### src/rtl/bp_be_pkg.sv
// Shared backend types for the dependency scoreboard and the hazard detector.
package bp_be_pkg;

  localparam int rf_addr_width_gp = 5;

  typedef struct packed {
    logic mul_iwb_v;
    logic mem_iwb_v;
    logic mem_fwb_v;
    logic fp_fwb_v;
    logic serial_v;
    logic mem_v;
    logic long_v;
  } bp_be_dep_tag_s;

  typedef struct packed {
    logic                        v;
    logic [rf_addr_width_gp-1:0] rd_addr;
    logic                        mul_iwb_v;
    logic                        mem_iwb_v;
    logic                        mem_fwb_v;
    logic                        fp_fwb_v;
    logic                        serial_v;
    logic                        mem_v;
  } bp_be_dep_status_s;

  typedef enum logic {e_long_idle, e_long_busy} bp_be_long_state_e;

  // Status flags are the dispatch tag minus long_v, in the same bit order.
  function automatic bp_be_dep_status_s dep_entry(logic [rf_addr_width_gp-1:0] rd_addr,
                                                  logic [5:0]                  wb_flags);
    return bp_be_dep_status_s'({1'b1, rd_addr, wb_flags});
  endfunction

endpackage

### src/rtl/bp_be_dep_tracker_if.sv
// Dispatch/flush/response inputs and scoreboard outputs of the dependency tracker.
interface bp_be_dep_tracker_if #(
  parameter int pipe_depth_p    = 6,
  parameter int rf_addr_width_p = 5
);
  import bp_be_pkg::*;

  logic                                 dispatch_v_i;
  logic [rf_addr_width_p-1:0]           dispatch_rd_addr_i;
  bp_be_dep_tag_s                       dispatch_tag_i;
  logic                                 flush_i;
  logic                                 mem_resp_v_i;
  logic                                 long_done_i;
  bp_be_dep_status_s [pipe_depth_p-1:0] dep_status_o;
  logic                                 long_busy_o;
  logic                                 credits_full_o;
  logic                                 credits_empty_o;

  modport master (
    output dispatch_v_i, dispatch_rd_addr_i, dispatch_tag_i, flush_i, mem_resp_v_i, long_done_i,
    input  dep_status_o, long_busy_o, credits_full_o, credits_empty_o
  );

  modport slave (
    input  dispatch_v_i, dispatch_rd_addr_i, dispatch_tag_i, flush_i, mem_resp_v_i, long_done_i,
    output dep_status_o, long_busy_o, credits_full_o, credits_empty_o
  );

endinterface

### src/rtl/bp_be_mem_credit_counter.sv
// Saturating outstanding-memory-op counter: one increment and a 0-3 decrement per cycle.
module bp_be_mem_credit_counter #(
  parameter int max_p = 8
) (
  input  logic       clk,
  input  logic       reset_n,
  input  logic       inc,
  input  logic [1:0] dec,
  output logic       full,
  output logic       empty
);

  localparam int cnt_w_lp = $clog2(max_p + 1);

  logic        [cnt_w_lp-1:0] count;
  logic signed [cnt_w_lp+1:0] sum_s;

  function automatic logic [cnt_w_lp-1:0] sat_count(logic signed [cnt_w_lp+1:0] s);
    if (s < 0)
      return '0;
    else if (s > max_p)
      return cnt_w_lp'(max_p);
    else
      return s[cnt_w_lp-1:0];
  endfunction

  assign sum_s = $signed({2'b00, count})
               + $signed({{(cnt_w_lp+1){1'b0}}, inc})
               - $signed({{cnt_w_lp{1'b0}}, dec});

  always_ff @(posedge clk or negedge reset_n) begin
    if (!reset_n)
      count <= '0;
    else
      count <= sat_count(sum_s);
  end

  assign full  = (count == cnt_w_lp'(max_p));
  assign empty = (count == '0);

  always @(posedge clk) begin
    if (reset_n) begin
      assert (sum_s >= 0);
      assert (sum_s <= max_p);
    end
  end

endmodule

### src/rtl/bp_be_dep_tracker.sv
// Dependency scoreboard: shadows dispatched tags down the pipe, tracks the long-latency
// unit and the outstanding memory credits.
module bp_be_dep_tracker #(
  parameter int pipe_depth_p    = 6,
  parameter int rf_addr_width_p = 5,
  parameter int mem_credits_p   = 8
) (
  input logic               clk_i,
  input logic               reset_n_i,
  bp_be_dep_tracker_if.slave dep_if
);
  import bp_be_pkg::*;

  localparam int commit_stage_lp = 2;

  bp_be_dep_status_s [pipe_depth_p-1:0] stage_p0, stage_n;
  logic              [1:0]              long_p0, long_n;
  bp_be_long_state_e                    state_r, state_n;
  logic [rf_addr_width_p-1:0]           rd_addr;
  logic                                 dispatch_live;
  logic                                 kill0, kill1;
  logic [1:0]                           dec_cnt;

  assign rd_addr       = dep_if.dispatch_rd_addr_i;
  assign dispatch_live = dep_if.dispatch_v_i & ~dep_if.flush_i;

  // Shift stage: a flush zeroes whatever would land in the speculative stages or the commit point.
  always_comb begin
    stage_n    = '0;
    stage_n[0] = dispatch_live ? dep_entry(rd_addr, dep_if.dispatch_tag_i[6:1]) : '0;
    for (int i = 1; i < pipe_depth_p; i++)
      stage_n[i] = (dep_if.flush_i && i <= commit_stage_lp) ? '0 : stage_p0[i-1];
    long_n = {~dep_if.flush_i & long_p0[0], dispatch_live & dep_if.dispatch_tag_i.long_v};
  end

  always_ff @(posedge clk_i or negedge reset_n_i) begin
    if (!reset_n_i) begin
      stage_p0 <= '0;
      long_p0  <= '0;
    end else begin
      stage_p0 <= stage_n;
      long_p0  <= long_n;
    end
  end

  // Flushed speculative mem ops never produce a response, so their credits come back here.
  assign kill0   = dep_if.flush_i & stage_p0[0].v & stage_p0[0].mem_v;
  assign kill1   = dep_if.flush_i & stage_p0[1].v & stage_p0[1].mem_v;
  assign dec_cnt = {1'b0, kill0} + {1'b0, kill1} + {1'b0, dep_if.mem_resp_v_i};

  bp_be_mem_credit_counter #(
    .max_p(mem_credits_p)
  ) credit_counter (
    .clk    (clk_i),
    .reset_n(reset_n_i),
    .inc    (dispatch_live & dep_if.dispatch_tag_i.mem_v),
    .dec    (dec_cnt),
    .full   (dep_if.credits_full_o),
    .empty  (dep_if.credits_empty_o)
  );

  always_comb begin
    state_n = state_r;
    case (state_r)
      e_long_idle:
        if (dispatch_live & dep_if.dispatch_tag_i.long_v)
          state_n = e_long_busy;
      e_long_busy:
        if (dep_if.long_done_i | (dep_if.flush_i & |long_p0))
          state_n = e_long_idle;
      default:
        state_n = e_long_idle;
    endcase
  end

  always_ff @(posedge clk_i or negedge reset_n_i) begin
    if (!reset_n_i)
      state_r <= e_long_idle;
    else
      state_r <= state_n;
  end

  always @(posedge clk_i) begin
    if (reset_n_i) begin
      assert (!(state_r == e_long_idle && dep_if.long_done_i));
      assert (!(state_r == e_long_busy && dispatch_live && dep_if.dispatch_tag_i.long_v));
    end
  end

  assign dep_if.dep_status_o = stage_p0;
  assign dep_if.long_busy_o  = (state_r == e_long_busy);

endmodule
### src/flat_wrapper.sv
// flat-port wrapper written by rule: the top's interface ports become plain ports
module bp_be_dep_tracker_flat import bp_be_pkg::*;
#(
  parameter int pipe_depth_p    = 6,
  parameter int rf_addr_width_p = 5,
  parameter int mem_credits_p   = 8
)
  (clk_i, reset_n_i, dep_if_dispatch_v_i, dep_if_dispatch_rd_addr_i, dep_if_dispatch_tag_i, dep_if_flush_i, dep_if_mem_resp_v_i, dep_if_long_done_i, dep_if_dep_status_o, dep_if_long_busy_o, dep_if_credits_full_o, dep_if_credits_empty_o);
  bp_be_dep_tracker_if #(.pipe_depth_p(pipe_depth_p), .rf_addr_width_p(rf_addr_width_p)) dep_if_i ();
  input logic clk_i;
  input logic reset_n_i;
  input wire logic [$bits(dep_if_i.dispatch_v_i)-1:0] dep_if_dispatch_v_i;
  input wire logic [$bits(dep_if_i.dispatch_rd_addr_i)-1:0] dep_if_dispatch_rd_addr_i;
  input wire logic [$bits(dep_if_i.dispatch_tag_i)-1:0] dep_if_dispatch_tag_i;
  input wire logic [$bits(dep_if_i.flush_i)-1:0] dep_if_flush_i;
  input wire logic [$bits(dep_if_i.mem_resp_v_i)-1:0] dep_if_mem_resp_v_i;
  input wire logic [$bits(dep_if_i.long_done_i)-1:0] dep_if_long_done_i;
  output wire logic [$bits(dep_if_i.dep_status_o)-1:0] dep_if_dep_status_o;
  output wire logic [$bits(dep_if_i.long_busy_o)-1:0] dep_if_long_busy_o;
  output wire logic [$bits(dep_if_i.credits_full_o)-1:0] dep_if_credits_full_o;
  output wire logic [$bits(dep_if_i.credits_empty_o)-1:0] dep_if_credits_empty_o;
  assign dep_if_i.dispatch_v_i = dep_if_dispatch_v_i;
  assign dep_if_i.dispatch_rd_addr_i = dep_if_dispatch_rd_addr_i;
  assign dep_if_i.dispatch_tag_i = dep_if_dispatch_tag_i;
  assign dep_if_i.flush_i = dep_if_flush_i;
  assign dep_if_i.mem_resp_v_i = dep_if_mem_resp_v_i;
  assign dep_if_i.long_done_i = dep_if_long_done_i;
  assign dep_if_dep_status_o = dep_if_i.dep_status_o;
  assign dep_if_long_busy_o = dep_if_i.long_busy_o;
  assign dep_if_credits_full_o = dep_if_i.credits_full_o;
  assign dep_if_credits_empty_o = dep_if_i.credits_empty_o;
  bp_be_dep_tracker #(.pipe_depth_p(pipe_depth_p), .rf_addr_width_p(rf_addr_width_p), .mem_credits_p(mem_credits_p)) u_core (.clk_i(clk_i), .reset_n_i(reset_n_i), .dep_if(dep_if_i));
endmodule
### config.mk
export PLATFORM = sky130hd
export DESIGN_NAME = bp_be_dep_tracker_flat
export DESIGN_NICKNAME = d
export VERILOG_FILES = /design/src/rtl/bp_be_pkg.sv /design/src/rtl/bp_be_dep_tracker_if.sv /design/src/rtl/bp_be_mem_credit_counter.sv /design/src/rtl/bp_be_dep_tracker.sv /design/src/flat_wrapper.sv
export SDC_FILE = /design/constraint.sdc
export NUM_CORES = 1
export LEC_CHECK = 0
export ABC_CLOCK_PERIOD_IN_PS = 3550
export BUFFER_PORTS_ARGS = -buffer_cell sky130_fd_sc_hd__buf_2
export CAP_MARGIN = 20
export CELL_PAD_IN_SITES_DETAIL_PLACEMENT = 0
export CELL_PAD_IN_SITES_GLOBAL_PLACEMENT = 1
export CORE_MARGIN = 2
export CORE_UTILIZATION = 39
export DETAILED_ROUTE_END_ITERATION = 10
export PLACE_DENSITY_LB_ADDON = 0.1
export SETUP_SLACK_MARGIN = 0.5
export SLEW_MARGIN = 20
export SYNTH_ARGS = -nofsm -noshare
export SYNTH_HDL_FRONTEND = slang
export SYNTH_SLANG_ARGS = --single-unit
### constraint.sdc
create_clock -name clk_i -period 3.55 [get_ports clk_i]
set_input_delay 0.71 -clock clk_i [delete_from_list [all_inputs] [get_ports clk_i]]
set_output_delay 0.71 -clock clk_i [all_outputs]
set_load 0.005 [all_outputs]
==> reports/qor.log, run 1 <==
[sta] highest attainable clock frequency 0.332 GHz
[power_and_ir_drop] leakage 1.96 nW
[power_and_ir_drop] power dissipated by switching net loads 0.000577 W
[detailed_routing] number of DRC markers after the initial detailed-route iteration 38
[place] IO buf count 92
[critical_path] reg-to-reg setup timing slack 0.57 ns
[sta] relative slew slack 36.1%
[floorplanning] number of core rows 31
[place] cell count after placement 356
[cells_and_area] Post-Layout Cell Count 372
[power_and_ir_drop] Sw Ratio 27.2%
[worst_hold_path] worst min-delay path startpoint u_core.dep_if.dep_status_o[30]
[critical_path] required arrival time at the worst endpoint 3.79 ns
[synth] net count after synthesis 231
[clock_network] deepest clock path buffer count 2
[global_route] leftover overflow at the end of global routing 0
[global_route] initial antenna violation count 0
[sta] hold_ws 0.373 ns
[floorplanning] ports placed on the boundary 93
[worst_hold_path] path class of the lowest-slack min-delay path flip-flop to flip-flop
[synth] gate count after technology mapping 202
[floorplanning] CORE AREA 0.00721 mm²
[critical_path] Worst Path Class, Setup input port to flip-flop
[critical_path] cell count of the worst reg-to-reg path 11
[clock_network] Post-CTS Setup Repair Bufs 0
[critical_path] Arr. time, crit path 3.25 ns
[critical_path] type of element launching the critical path input port
[floorplanning] effective utilization at floorplan 40.0%
[critical_path] end of the worst register-to-register path u_core.credit_counter.count[3]
[place] final weighted congestion in routability-driven placement 0.690
[sta] transition time at the pin with the least slew margin 0.958 ns
[power_and_ir_drop] VDD IR-drop max 0.000270 V
[global_route] Overall Global Routing Usage 12.5%
[place] half-perimeter wire length after detailed placement 3.23 mm
[synth] number of synthesized flops with an enable pin 0
[critical_path] start of the worst register-to-register path u_core.dep_if.dep_status_o[12]
[sta] minimum period implied by the final worst setup slack 3.01 ns
[clock_network] CTS tree done
[power_and_ir_drop] portion of total power attributed to sequential cells 45.8%
[synth] number of distinct standard cells referenced by the synthesized netlist 29
[sta] TNS Setup 0 ns
[synth] Synth warnings 0
[power_and_ir_drop] relative contribution of combinational cells to total power 19.2%
[synth] Synth async-reset ratio 100%
[floorplanning] area of the die 0.00810 mm²
[clock_network] Inserted Clock Buffers 9
[synth] Avg Cell Area, Syn 14.3 µm²
[clock_network] clock transition at the registers of the reported paths 0.08 ns
[detailed_routing] wire length per cell 12.5 µm
[clock_network] library cell used as clock root buffer sky130_fd_sc_hd__clkbuf_8
[detailed_routing] remaining number of nets flagged by the antenna check after routing 0
[cells_and_area] final antenna diode count 0
[sta] number of endpoints with negative hold slack in the final report 0
[synth] flop and latch count out of synthesis 79
[power_and_ir_drop] P_int 0.00154 W
[sta] RSZ-0062 raised after global routing true
[sta] total count of max-transition violations in the final report 0
[worst_hold_path] number of cells on the worst hold path 0
[clock_network] CTS sink count 79
[floorplanning] Die Wd 90.0 µm
[global_route] wire length of the first global-routing pass 7.76 mm
[sta] Max Clock Skew 0.00453 ns
[synth] fraction of the yosys area taken by sequential cells 68.6%
[clock_network] H-Tree Level Count 3
[power_and_ir_drop] power per standard cell area 608 mW/mm²
[sta] share of the clock period used by the worst path 84.9%
[synth] synthesized cell area 0.00288 mm²
[worst_hold_path] Worst Hold Endpoint u_core.dep_if.dep_status_o[42]
[detailed_routing] vias per cell 4.16
[detailed_routing] via count 1549
[cells_and_area] Area growth, synth to finish 21.1%
[floorplanning] Die H 90.0 µm
[cells_and_area] ratio of cells with drive above 1 in the final layout 46.5%
[synth] most used flip-flop cell after synthesis sky130_fd_sc_hd__dfrtp_1
[global_route] largest net degree at the start of global routing 80
[detailed_routing] remaining routing DRC violations 0
[critical_path] maximum fanout encountered on the critical timing path 5
[critical_path] critical path endpoint category flip-flop
[run_status] result of the run finished, final reports clean
[power_and_ir_drop] Overall Power 0.00212 W
[detailed_routing] total iterations of the first detailed-routing run 4
[power_and_ir_drop] share of total power in the clock network 35.1%
[clock_network] worst skew pair latency 0.35 ns
[sta] total of endpoints with negative setup slack in the final report 0
[cells_and_area] nets@finish 297
[job] number of maximum-capacitance constraint violations 0
[detailed_routing] detailed-route wire length 4.63 mm
[global_route] number of global-route vias before repair 1545
==> timing repair <==
action / 4_1_cts / 5_1_grt
hold buffers: 0 / 0
resized for setup: 0 / 2
setup endpoints to repair: 0 / 4
==> worst max-delay path by stage <==
stage	endpoint	from	cells past startpoint
after CTS	u_core.credit_counter.count[3]	dep_if_flush_i	12
final	u_core.credit_counter.count[3]	dep_if_flush_i	12
after global placement	u_core.credit_counter.count[3]	dep_if_flush_i	12
after floorplan	u_core.credit_counter.count[3]	dep_if_flush_i	13
after global routing	u_core.credit_counter.count[3]	dep_if_flush_i	12
after detailed placement	u_core.credit_counter.count[3]	dep_if_flush_i	12
==> power groups by stage <==
stage | logic (W) | registers [W] | clock network, W
CTS | 0.000399 | 0.000972 | 0.000768
floorplan | 0.000293 | 0.000984 | 0
global placement | 0.000394 | 0.000990 | 0
finish | 0.000407 | 0.000971 | 0.000745
detailed placement | 0.000398 | 0.000989 | 0
global route | 0.000472 | 0.000980 | 0.000808
==> critical path: stages <==
cell	delay, ns
sky130_fd_sc_hd__buf_2	0.13
sky130_fd_sc_hd__and3_4	0.15
sky130_fd_sc_hd__ha_4	0.25
sky130_fd_sc_hd__inv_2	0.03
sky130_fd_sc_hd__fa_2	0.33
sky130_fd_sc_hd__fa_1	0.49
sky130_fd_sc_hd__ha_2	0.20
sky130_fd_sc_hd__inv_2	0.04
sky130_fd_sc_hd__fa_2	0.40
sky130_fd_sc_hd__xnor2_1	0.17
sky130_fd_sc_hd__a22oi_1	0.08
sky130_fd_sc_hd__o221a_2	0.27
==> flip-flops by register name (all words and copies together), names as in the netlist <==
name and count:
u_core.dep_if.long_busy_o 1, u_core.long_p0 2, u_core.credit_counter.count 4, u_core.dep_if.dep_status_o 72
==> cells in the mapped netlist (2+ instances only) <==
master | instances | area share (%)
sky130_fd_sc_hd__o21ai_0 | 2 | 0.35
sky130_fd_sc_hd__buf_4 | 36 | 9.4
sky130_fd_sc_hd__clkbuf_1 | 4 | 0.52
sky130_fd_sc_hd__nor2b_1 | 25 | 5.4
sky130_fd_sc_hd__and3_1 | 2 | 0.43
sky130_fd_sc_hd__nor3b_1 | 2 | 0.52
sky130_fd_sc_hd__and2_1 | 11 | 2.4
sky130_fd_sc_hd__nor4b_1 | 2 | 0.61
sky130_fd_sc_hd__ha_1 | 8 | 3.5
sky130_fd_sc_hd__inv_1 | 9 | 1.2
sky130_fd_sc_hd__nand2_1 | 2 | 0.26
sky130_fd_sc_hd__fa_1 | 3 | 2.1
sky130_fd_sc_hd__nand3b_1 | 2 | 0.52
sky130_fd_sc_hd__dfrtp_1 | 79 | 69
==> placed cells by master, fill, tap and decap left out <==
master / count
sky130_fd_sc_hd__xnor2_1: 1
sky130_fd_sc_hd__bufinv_16: 2
sky130_fd_sc_hd__inv_8: 1
sky130_fd_sc_hd__nand3b_1: 2
sky130_fd_sc_hd__nand2_1: 2
sky130_fd_sc_hd__o21ai_0: 2
sky130_fd_sc_hd__and3_4: 3
sky130_fd_sc_hd__nand2b_1: 1
sky130_fd_sc_hd__buf_2: 91
sky130_fd_sc_hd__clkinvlp_4: 2
sky130_fd_sc_hd__nor2b_1: 25
sky130_fd_sc_hd__o22ai_1: 1
sky130_fd_sc_hd__nand2b_4: 1
sky130_fd_sc_hd__and2b_1: 1
sky130_fd_sc_hd__nor2_4: 1
sky130_fd_sc_hd__fa_2: 2
sky130_fd_sc_hd__ha_4: 1
sky130_fd_sc_hd__nor4_1: 1
sky130_fd_sc_hd__nor4b_2: 2
sky130_fd_sc_hd__nor3b_1: 2
sky130_fd_sc_hd__inv_2: 2
sky130_fd_sc_hd__buf_4: 4
sky130_fd_sc_hd__and4b_1: 1
sky130_fd_sc_hd__inv_1: 7
sky130_fd_sc_hd__a211o_1: 1
sky130_fd_sc_hd__ha_1: 6
sky130_fd_sc_hd__dfrtp_1: 79
sky130_fd_sc_hd__a21o_2: 1
sky130_fd_sc_hd__a22oi_1: 1
sky130_fd_sc_hd__inv_6: 2
sky130_fd_sc_hd__a2bb2oi_2: 1
sky130_fd_sc_hd__o221a_2: 1
sky130_fd_sc_hd__ha_2: 1
sky130_fd_sc_hd__a21oi_1: 1
sky130_fd_sc_hd__fa_1: 1
sky130_fd_sc_hd__clkbuf_8: 9
sky130_fd_sc_hd__and2_1: 11
==> final cells by class <==
| class | count | area [µm²] |
|---|---|---|
| inverter | 9 | 33.8 |
| sequential | 79 | 1980 |
| tap | 99 | 124 |
| multi-input combinational | 74 | 643 |
| fill | 713 | 3720 |
| clock buffer | 9 | 124 |
| timing repair buffer | 95 | 485 |
| clock inverter | 7 | 104 |
==> kinds of logic after synthesis <==
kind of cell             synth area share (%)
flip-flops                               68.6
AND/OR/NAND/NOR                          12.2
buffers and inverters                    11.1
adder cells (fa/ha/maj)                  5.56
AO/OA/AOI/OAI                            2.30
XOR/XNOR                                0.304
==> per-stage QoR <==
step / utilization (%) / setup WS [ns] / instance area, µm²
detailed placement: 45.1 / 0.134 / 3250
CTS: 48.2 / 0.523 / 3480
global placement: 45.1 / 0.211 / 3250
global route: 48.4 / 0.435 / 3490
floorplan: - / 0.103 / 2960
finish: 48.4 / 0.538 / 3490
==> routing by layer <==
| layer | vias to the layer above | global-route usage (%) | wire [µm] |
|---|---|---|---|
| met3 | 8 | 5.03 | 358 |
| met1 | 733 | 17.3 | 2210 |
| met5 | - | 0 | 0 |
| met4 | 0 | 5.77 | 78 |
| met2 | 68 | 17.1 | 1980 |
| li1 | 740 | - | - |
No activity file was read; power rests on OpenSTA's default activity.
==> run 2, diff against run 1 <==
--- a/config.mk
+++ b/config.mk
@@ -5,7 +5,7 @@
 export SDC_FILE = /design/constraint.sdc
 export NUM_CORES = 1
 export LEC_CHECK = 0
-export ABC_CLOCK_PERIOD_IN_PS = 3550
+export ABC_CLOCK_PERIOD_IN_PS = 3020
 export BUFFER_PORTS_ARGS = -buffer_cell sky130_fd_sc_hd__buf_2
 export CAP_MARGIN = 20
 export CELL_PAD_IN_SITES_DETAIL_PLACEMENT = 0
==> constraint.sdc (replaced) <==
create_clock -name clk_i -period 3.02 [get_ports clk_i]
set_input_delay 0.604 -clock clk_i [delete_from_list [all_inputs] [get_ports clk_i]]
set_output_delay 0.604 -clock clk_i [all_outputs]
set_load 0.005 [all_outputs]
==> reports/qor.log, run 2 (synthesis results as in run 1) <==
[cells_and_area] commonest non-fill, non-tap cell in the layout sky130_fd_sc_hd__buf_2 [unchanged]
[worst_hold_path] path class of the lowest-slack min-delay path input port to asynchronous set/reset pin [was flip-flop to flip-flop]
[critical_path] critical-path cell with the highest stage delay sky130_fd_sc_hd__fa_1 [unchanged]
[cells_and_area] number of fillers in the final layout 679 [was 713]
[detailed_routing] total iterations of the first detailed-routing run 4 [unchanged]
[critical_path] Worst Path Class, Setup flip-flop to flip-flop [was input port to flip-flop]
[floorplanning] area of the die 0.00810 mm² [unchanged]
[sta] hold_ws 0.216 ns [was 0.373 ns]
[sta] TNS Setup 0 ns [unchanged]
[critical_path] CP Buf/Inv Count 2 [was 3]
[clock_network] worst skew pair latency 0.34 ns [was 0.35 ns]
[detailed_routing] wire length per cell 12.5 µm [about the same]
[cells_and_area] commonest cells after routing, fill and taps aside 91 x sky130_fd_sc_hd__buf_2, 79 x sky130_fd_sc_hd__dfrtp_1, 25 x sky130_fd_sc_hd__nor2b_1 [unchanged]
[power_and_ir_drop] P_int 0.00187 W [was 0.00154 W]
[global_route] largest net degree at the start of global routing 80 [unchanged]
[critical_path] CP max stage delay 0.49 ns [about the same]
[floorplanning] number of core rows 31 [unchanged]
[sta] total of endpoints with negative setup slack in the final report 0 [unchanged]
[run_status] result of the run finished, final reports clean [unchanged]
[cells_and_area] Largest register FFs 72 [unchanged]
[clock_network] H-Tree Level Count 3 [unchanged]
[cells_and_area] ratio of cells with drive above 1 in the final layout 48.2% [was 46.5%]
[place] half-perimeter wire length after detailed placement 3.29 mm [was 3.23 mm]
[global_route] number of global-route vias before repair 1546 [was 1545]
[cells_and_area] final antenna diode count 0 [unchanged]
[critical_path] type of element launching the critical path flip-flop [was input port]
[cells_and_area] Area growth, synth to finish 24.7% [was 21.1%]
[power_and_ir_drop] Overall Power 0.00260 W [was 0.00212 W]
[detailed_routing] number of DRC markers after the initial detailed-route iteration 33 [was 38]
[clock_network] clock transition at the registers of the reported paths 0.08 ns [about the same]
[sta] Max Clock Skew 0.00931 ns [was 0.00453 ns]
[detailed_routing] detailed-route wire length 4.75 mm [was 4.63 mm]
[critical_path] kind of cell adding the most delay to the critical path adder cells [unchanged]
[sta] RSZ-0062 raised after global routing true [unchanged]
[global_route] leftover overflow at the end of global routing 0 [unchanged]
[detailed_routing] remaining routing DRC violations 0 [unchanged]
[detailed_routing] vias per cell 4.17 [was 4.16]
[power_and_ir_drop] leakage 2.01 nW [was 1.96 nW]
[cells_and_area] sequential cell area in the final layout 0.00198 mm² [unchanged]
[sta] total count of max-transition violations in the final report 0 [unchanged]
[detailed_routing] via count 1581 [was 1549]
[sta] transition time at the pin with the least slew margin 0.458 ns [was 0.958 ns]
[global_route] wire length of the first global-routing pass 7.56 mm [was 7.76 mm]
[global_route] initial antenna violation count 0 [unchanged]
[sta] post-route setup slack 0.101 ns [was 0.538 ns]
[critical_path] required arrival time at the worst endpoint 3.25 ns [was 3.79 ns]
[place] IO buf count 92 [unchanged]
[cells_and_area] nets@finish 304 [was 297]
[cells_and_area] combined area of the multi-input logic cells 689 µm² [was 643 µm²]
[floorplanning] CORE AREA 0.00721 mm² [unchanged]
[place] dpl ws -0.270 ns [was 0.134 ns]
[clock_network] Inserted Clock Buffers 9 [unchanged]
[power_and_ir_drop] power per standard cell area 722 mW/mm² [was 608 mW/mm²]
[floorplanning] effective utilization at floorplan 40.0% [unchanged]
[power_and_ir_drop] Sw Ratio 27.8% [was 27.2%]
[power_and_ir_drop] portion of total power attributed to sequential cells 44.2% [was 45.8%]
[critical_path] ordered list of cells on the worst path and3_4, ha_4, inv_2, fa_2, fa_1, ha_2, inv_2, fa_2, nor2_4, a22oi_1, o221a_2 [was buf_2, and3_4, ha_4, inv_2, fa_2, fa_1, ha_2, inv_2, fa_2, xnor2_1, a22oi_1, o221a_2]
[global_route] Overall Global Routing Usage 12.2% [was 12.5%]
[sta] minimum period implied by the final worst setup slack 2.92 ns
[power_and_ir_drop] share of total power in the clock network 32.4% [was 35.1%]
[critical_path] Arr. time, crit path 3.15 ns [was 3.25 ns]
[critical_path] maximum fanout encountered on the critical timing path 5 [unchanged]
[floorplanning] Die Wd 90.0 µm [unchanged]
[power_and_ir_drop] power dissipated by switching net loads 0.000722 W [was 0.000577 W]
[power_and_ir_drop] VDD IR-drop max 0.000424 V [was 0.000270 V]
[sta] highest attainable clock frequency 0.343 GHz
[floorplanning] ports placed on the boundary 93 [unchanged]
[clock_network] library cell used as clock root buffer sky130_fd_sc_hd__clkbuf_8 [unchanged]
[sta] number of endpoints with negative hold slack in the final report 0 [unchanged]
[power_and_ir_drop] relative contribution of combinational cells to total power 23.4% [was 19.2%]
[floorplanning] Die H 90.0 µm [unchanged]
[clock_network] CTS sink count 79 [unchanged]
[job] number of maximum-capacitance constraint violations 0 [unchanged]
[detailed_routing] remaining number of nets flagged by the antenna check after routing 0 [unchanged]
[clock_network] number of hold buffers added after cts 0 [unchanged]
[place] final weighted congestion in routability-driven placement 0.727 [was 0.690]
[clock_network] CTS tree done [unchanged]
[critical_path] critical path endpoint category flip-flop [unchanged]
[clock_network] deepest clock path buffer count 2 [unchanged]
[sta] relative slew slack 69.4% [was 36.1%]
[sta] share of the clock period used by the worst path 96.7%
-- run 2: worst paths after layout --
kind	depth (start not counted)	startpoint	end	slack [ns]
max	11	u_core.dep_if.dep_status_o[12]	u_core.credit_counter.count[3]	0.10
max in group asynchronous	2	reset_n_i	u_core.dep_if.dep_status_o[40]	2.22
max reg2reg	11	u_core.dep_if.dep_status_o[12]	u_core.credit_counter.count[3]	0.10
min	1	reset_n_i	u_core.dep_if.dep_status_o[61]	0.22
min in group clk_i	0	u_core.dep_if.dep_status_o[43]	u_core.dep_if.dep_status_o[55]	0.36
min reg2reg	0	u_core.dep_if.dep_status_o[43]	u_core.dep_if.dep_status_o[55]	0.36
-- run 2: power by group through the flow --
stage | Sequential (W) | Combinational (W) | Clock, W
after floorplan | 0.00116 | 0.000344 | 0
after global placement | 0.00116 | 0.000465 | 0
after detailed placement | 0.00116 | 0.000474 | 0
after CTS | 0.00114 | 0.000546 | 0.000873
after global routing | 0.00115 | 0.000667 | 0.000921
final | 0.00115 | 0.000607 | 0.000843
-- run 2: worst reg2reg max path, stage by stage (launching register included) --
cell and delay [ns]:
sky130_fd_sc_hd__dfrtp_1 0.40, sky130_fd_sc_hd__and3_4 0.19, sky130_fd_sc_hd__ha_4 0.25, sky130_fd_sc_hd__inv_2 0.03, sky130_fd_sc_hd__fa_2 0.33, sky130_fd_sc_hd__fa_1 0.49
sky130_fd_sc_hd__ha_2 0.18, sky130_fd_sc_hd__inv_2 0.04, sky130_fd_sc_hd__fa_2 0.39, sky130_fd_sc_hd__nor2_4 0.15, sky130_fd_sc_hd__a22oi_1 0.10, sky130_fd_sc_hd__o221a_2 0.27
-- run 2: area by class of cell --
cell class / count / share of cell area, %
flip-flops and latches: 79 / 55.0
clock inverters: 6 / 2.61
inverters: 9 / 0.939
well taps: 99 / 3.44
repair buffers: 102 / 15.3
multi-input cells: 74 / 19.2
clock buffers: 10 / 3.55
-- run 2: per-layer routing --
metal	track usage, %	share of wire [%]	wire, µm	vias to the layer above
met5	0	0	0	-
met4	4.23	0.82	39	0
met3	6.20	8.0	378	5
met2	17.6	45	2120	69
met1	15.9	46	2210	748
li1	-	-	-	759
-- run 2: through the flow --
stage          cells  area, µm²  util, %
6_report         379       3600     49.8
5_1_grt          379       3600     49.8
4_1_cts          377       3540     49.1
3_5_place_dp     359       3270     45.4
3_3_place_gp     359       3270     45.4
2_1_floorplan    202       2960        -
-- run 2: timing repair --
action | CTS | global route
gates resized for setup | 5 | 3
setup endpoints to repair | 4 | 4
pin swaps | 2 | 3
buffers inserted | 2 | 1
==> run 3, diff against run 2 <==
--- a/config.mk
+++ b/config.mk
@@ -5,13 +5,13 @@
 export SDC_FILE = /design/constraint.sdc
 export NUM_CORES = 1
 export LEC_CHECK = 0
-export ABC_CLOCK_PERIOD_IN_PS = 3020
+export ABC_CLOCK_PERIOD_IN_PS = 3700
 export BUFFER_PORTS_ARGS = -buffer_cell sky130_fd_sc_hd__buf_2
 export CAP_MARGIN = 20
 export CELL_PAD_IN_SITES_DETAIL_PLACEMENT = 0
 export CELL_PAD_IN_SITES_GLOBAL_PLACEMENT = 1
 export CORE_MARGIN = 2
-export CORE_UTILIZATION = 39
+export CORE_UTILIZATION = 40
 export DETAILED_ROUTE_END_ITERATION = 10
 export PLACE_DENSITY_LB_ADDON = 0.1
 export SETUP_SLACK_MARGIN = 0.5
==> constraint.sdc (replaced) <==
create_clock -name clk_i -period 3.7 [get_ports clk_i]
set_input_delay 0.74 -clock clk_i [delete_from_list [all_inputs] [get_ports clk_i]]
set_output_delay 0.74 -clock clk_i [all_outputs]
set_load 0.005 [all_outputs]
==> reports/qor.log, run 3 (synthesis results as in run 1) <==
[run_status] result of the run finished, final reports clean [unchanged]
[global_route] leftover overflow at the end of global routing 0 [unchanged]
[critical_path] Worst Path Class, Setup input port to flip-flop [was flip-flop to flip-flop]
[sta] share of the clock period used by the worst path 84.0%
[sta] number of endpoints with negative hold slack in the final report 0 [unchanged]
[detailed_routing] remaining number of nets flagged by the antenna check after routing 0 [unchanged]
[global_route] wire length of the first global-routing pass 7.38 mm [was 7.56 mm]
[floorplanning] ports placed on the boundary 93 [unchanged]
[global_route] largest net degree at the start of global routing 80 [unchanged]
[global_route] initial antenna violation count 0 [unchanged]
[cells_and_area] nets@finish 297 [was 304]
[floorplanning] effective utilization at floorplan 42.0% [was 40.0%]
[place] half-perimeter wire length after detailed placement 3.34 mm [was 3.29 mm]
[critical_path] required arrival time at the worst endpoint 3.93 ns [was 3.25 ns]
[power_and_ir_drop] leakage 1.95 nW [was 2.01 nW]
[critical_path] reg-to-reg setup timing slack 0.68 ns [was 0.10 ns]
[critical_path] end of the worst register-to-register path u_core.credit_counter.count[3] [unchanged]
[clock_network] H-Tree Level Count 3 [unchanged]
[critical_path] origin of the worst setup path dep_if_flush_i [was u_core.dep_if.dep_status_o[12]]
[clock_network] clock transition at the registers of the reported paths 0.09 ns [was 0.08 ns]
[critical_path] cell count of the worst reg-to-reg path 11 [unchanged]
[detailed_routing] detailed-route wire length 4.65 mm [was 4.75 mm]
[sta] relative slew slack 36.9% [was 69.4%]
[cells_and_area] commonest non-fill, non-tap cell in the layout sky130_fd_sc_hd__buf_2 [unchanged]
[clock_network] CTS resizes 0 [was 5]
[cells_and_area] sequential cell area in the final layout 0.00198 mm² [unchanged]
[detailed_routing] number of DRC markers after the initial detailed-route iteration 49 [was 33]
[detailed_routing] remaining routing DRC violations 0 [unchanged]
[worst_hold_path] path class of the lowest-slack min-delay path flip-flop to flip-flop [was input port to asynchronous set/reset pin]
[clock_network] Inserted Clock Buffers 9 [unchanged]
[critical_path] type of element launching the critical path input port [was flip-flop]
[critical_path] start of the worst register-to-register path u_core.dep_if.dep_status_o[12] [unchanged]
[cells_and_area] ratio of cells with drive above 1 in the final layout 45.8% [was 48.2%]
[clock_network] Post-CTS Setup Repair Bufs 0 [was 2]
[place] dpl ws 0.239 ns [was -0.270 ns]
[clock_network] worst skew pair latency 0.34 ns [about the same]
[floorplanning] area of the die 0.00790 mm² [was 0.00810 mm²]
[sta] TNS Setup 0 ns [unchanged]
[sta] Max Clock Skew 0.00812 ns [was 0.00931 ns]
[clock_network] CTS tree done [unchanged]
[critical_path] CP Capture Point u_core.credit_counter.count[3] [unchanged]
[sta] highest attainable clock frequency 0.322 GHz
[global_route] Overall Global Routing Usage 12.5% [was 12.2%]
[floorplanning] Die Wd 88.9 µm [was 90.0 µm]
[cells_and_area] number of fillers in the final layout 656 [was 679]
[clock_network] CTS sink count 79 [unchanged]
[sta] total count of max-transition violations in the final report 0 [unchanged]
[cells_and_area] combined area of the multi-input logic cells 631 µm² [was 689 µm²]
[place] IO buf count 92 [unchanged]
[cells_and_area] final core utilization 50.3% [was 49.8%]
[cells_and_area] final antenna diode count 0 [unchanged]
[sta] minimum period implied by the final worst setup slack 3.11 ns
[sta] RSZ-0062 raised after global routing false [was true]
[clock_network] deepest clock path buffer count 2 [unchanged]
[floorplanning] number of core rows 30 [was 31]
[cells_and_area] Area growth, synth to finish 19.9% [was 24.7%]
[place] final weighted congestion in routability-driven placement 0.787 [was 0.727]
[clock_network] number of hold buffers added after cts 0 [unchanged]
[detailed_routing] vias per cell 4.21 [was 4.17]
[power_and_ir_drop] VDD IR-drop max 0.000228 V [was 0.000424 V]
[sta] hold_ws 0.374 ns [was 0.216 ns]
[detailed_routing] wire length per cell 12.6 µm [was 12.5 µm]
[cells_and_area] Largest register FFs 72 [unchanged]
[clock_network] library cell used as clock root buffer sky130_fd_sc_hd__clkbuf_8 [unchanged]
[cells_and_area] fin area 0.00346 mm² [was 0.00360 mm²]
[floorplanning] CORE AREA 0.00687 mm² [was 0.00721 mm²]
[job] number of maximum-capacitance constraint violations 0 [unchanged]
[critical_path] Arr. time, crit path 3.34 ns [was 3.15 ns]
[global_route] number of global-route vias before repair 1497 [was 1546]
[sta] transition time at the pin with the least slew margin 0.946 ns [was 0.458 ns]
[cells_and_area] commonest cells after routing, fill and taps aside 91 x sky130_fd_sc_hd__buf_2, 79 x sky130_fd_sc_hd__dfrtp_1, 25 x sky130_fd_sc_hd__nor2b_1 [unchanged]
[detailed_routing] via count 1553 [was 1581]
[sta] total of endpoints with negative setup slack in the final report 0 [unchanged]
[place] Area after DPL 0.00325 mm² [was 0.00327 mm²]
[detailed_routing] total iterations of the first detailed-routing run 3 [was 4]
[critical_path] critical path endpoint category flip-flop [unchanged]
[sta] post-route setup slack 0.591 ns [was 0.101 ns]
[floorplanning] Die H 88.9 µm [was 90.0 µm]
[power_and_ir_drop] power per standard cell area 571 mW/mm² [was 722 mW/mm²]
[critical_path] maximum fanout encountered on the critical timing path 5 [unchanged]
==> run 3: area by class of cell <==
cell class	count	area share (%)
flip-flops and latches	79	57.2
multi-input cells	74	18.2
repair buffers	95	14.0
clock buffers	9	3.58
well taps	96	3.47
clock inverters	7	2.50
inverters	9	0.977
==> run 3: power by group <==
| group | internal (W) | total (W) | switching (W) | leakage [nW] |
|---|---|---|---|---|
| logic | 0.000187 | 0.000381 | 0.000194 | 0.761 |
| registers | 0.000900 | 0.000933 | 0.0000328 | 1.08 |
| clock network | 0.000327 | 0.000659 | 0.000332 | 0.104 |
==> run 3: how the worst min path moves through the flow <==
stage,slack [ns],endpoint,cells past startpoint,start
final,0.37,u_core.dep_if.dep_status_o[60],0,u_core.dep_if.dep_status_o[48]
after global placement,0.35,u_core.dep_if.dep_status_o[48],0,u_core.dep_if.dep_status_o[36]
after detailed placement,0.35,u_core.dep_if.dep_status_o[60],0,u_core.dep_if.dep_status_o[48]
after CTS,0.37,u_core.dep_if.dep_status_o[48],0,u_core.dep_if.dep_status_o[36]
after floorplan,0.35,u_core.dep_if.dep_status_o[36],0,u_core.dep_if.dep_status_o[24]
after global routing,0.38,u_core.dep_if.dep_status_o[48],0,u_core.dep_if.dep_status_o[36]
==> run 3: stage by stage <==
step	cells	power [W]
floorplan	202	0.00122
global placement	353	0.00133
detailed placement	353	0.00133
CTS	369	0.00200
global route	369	0.00208
finish	369	0.00197
==> run 3: critical path, stage by stage <==
cell and delay [ns]:
sky130_fd_sc_hd__buf_2 0.14, sky130_fd_sc_hd__and3_4 0.16, sky130_fd_sc_hd__ha_4 0.26, sky130_fd_sc_hd__inv_2 0.03, sky130_fd_sc_hd__fa_2 0.34, sky130_fd_sc_hd__fa_1 0.49, sky130_fd_sc_hd__ha_2 0.20, sky130_fd_sc_hd__inv_2 0.05
sky130_fd_sc_hd__fa_2 0.41, sky130_fd_sc_hd__xnor2_1 0.18, sky130_fd_sc_hd__a22oi_1 0.09, sky130_fd_sc_hd__o221a_2 0.27
==> run 3: per-layer routing <==
metal	wire (µm)	global-route usage [%]
met5	0	0
met4	56	6.20
met3	462	4.16
met2	1950	16.9
met1	2180	18.1
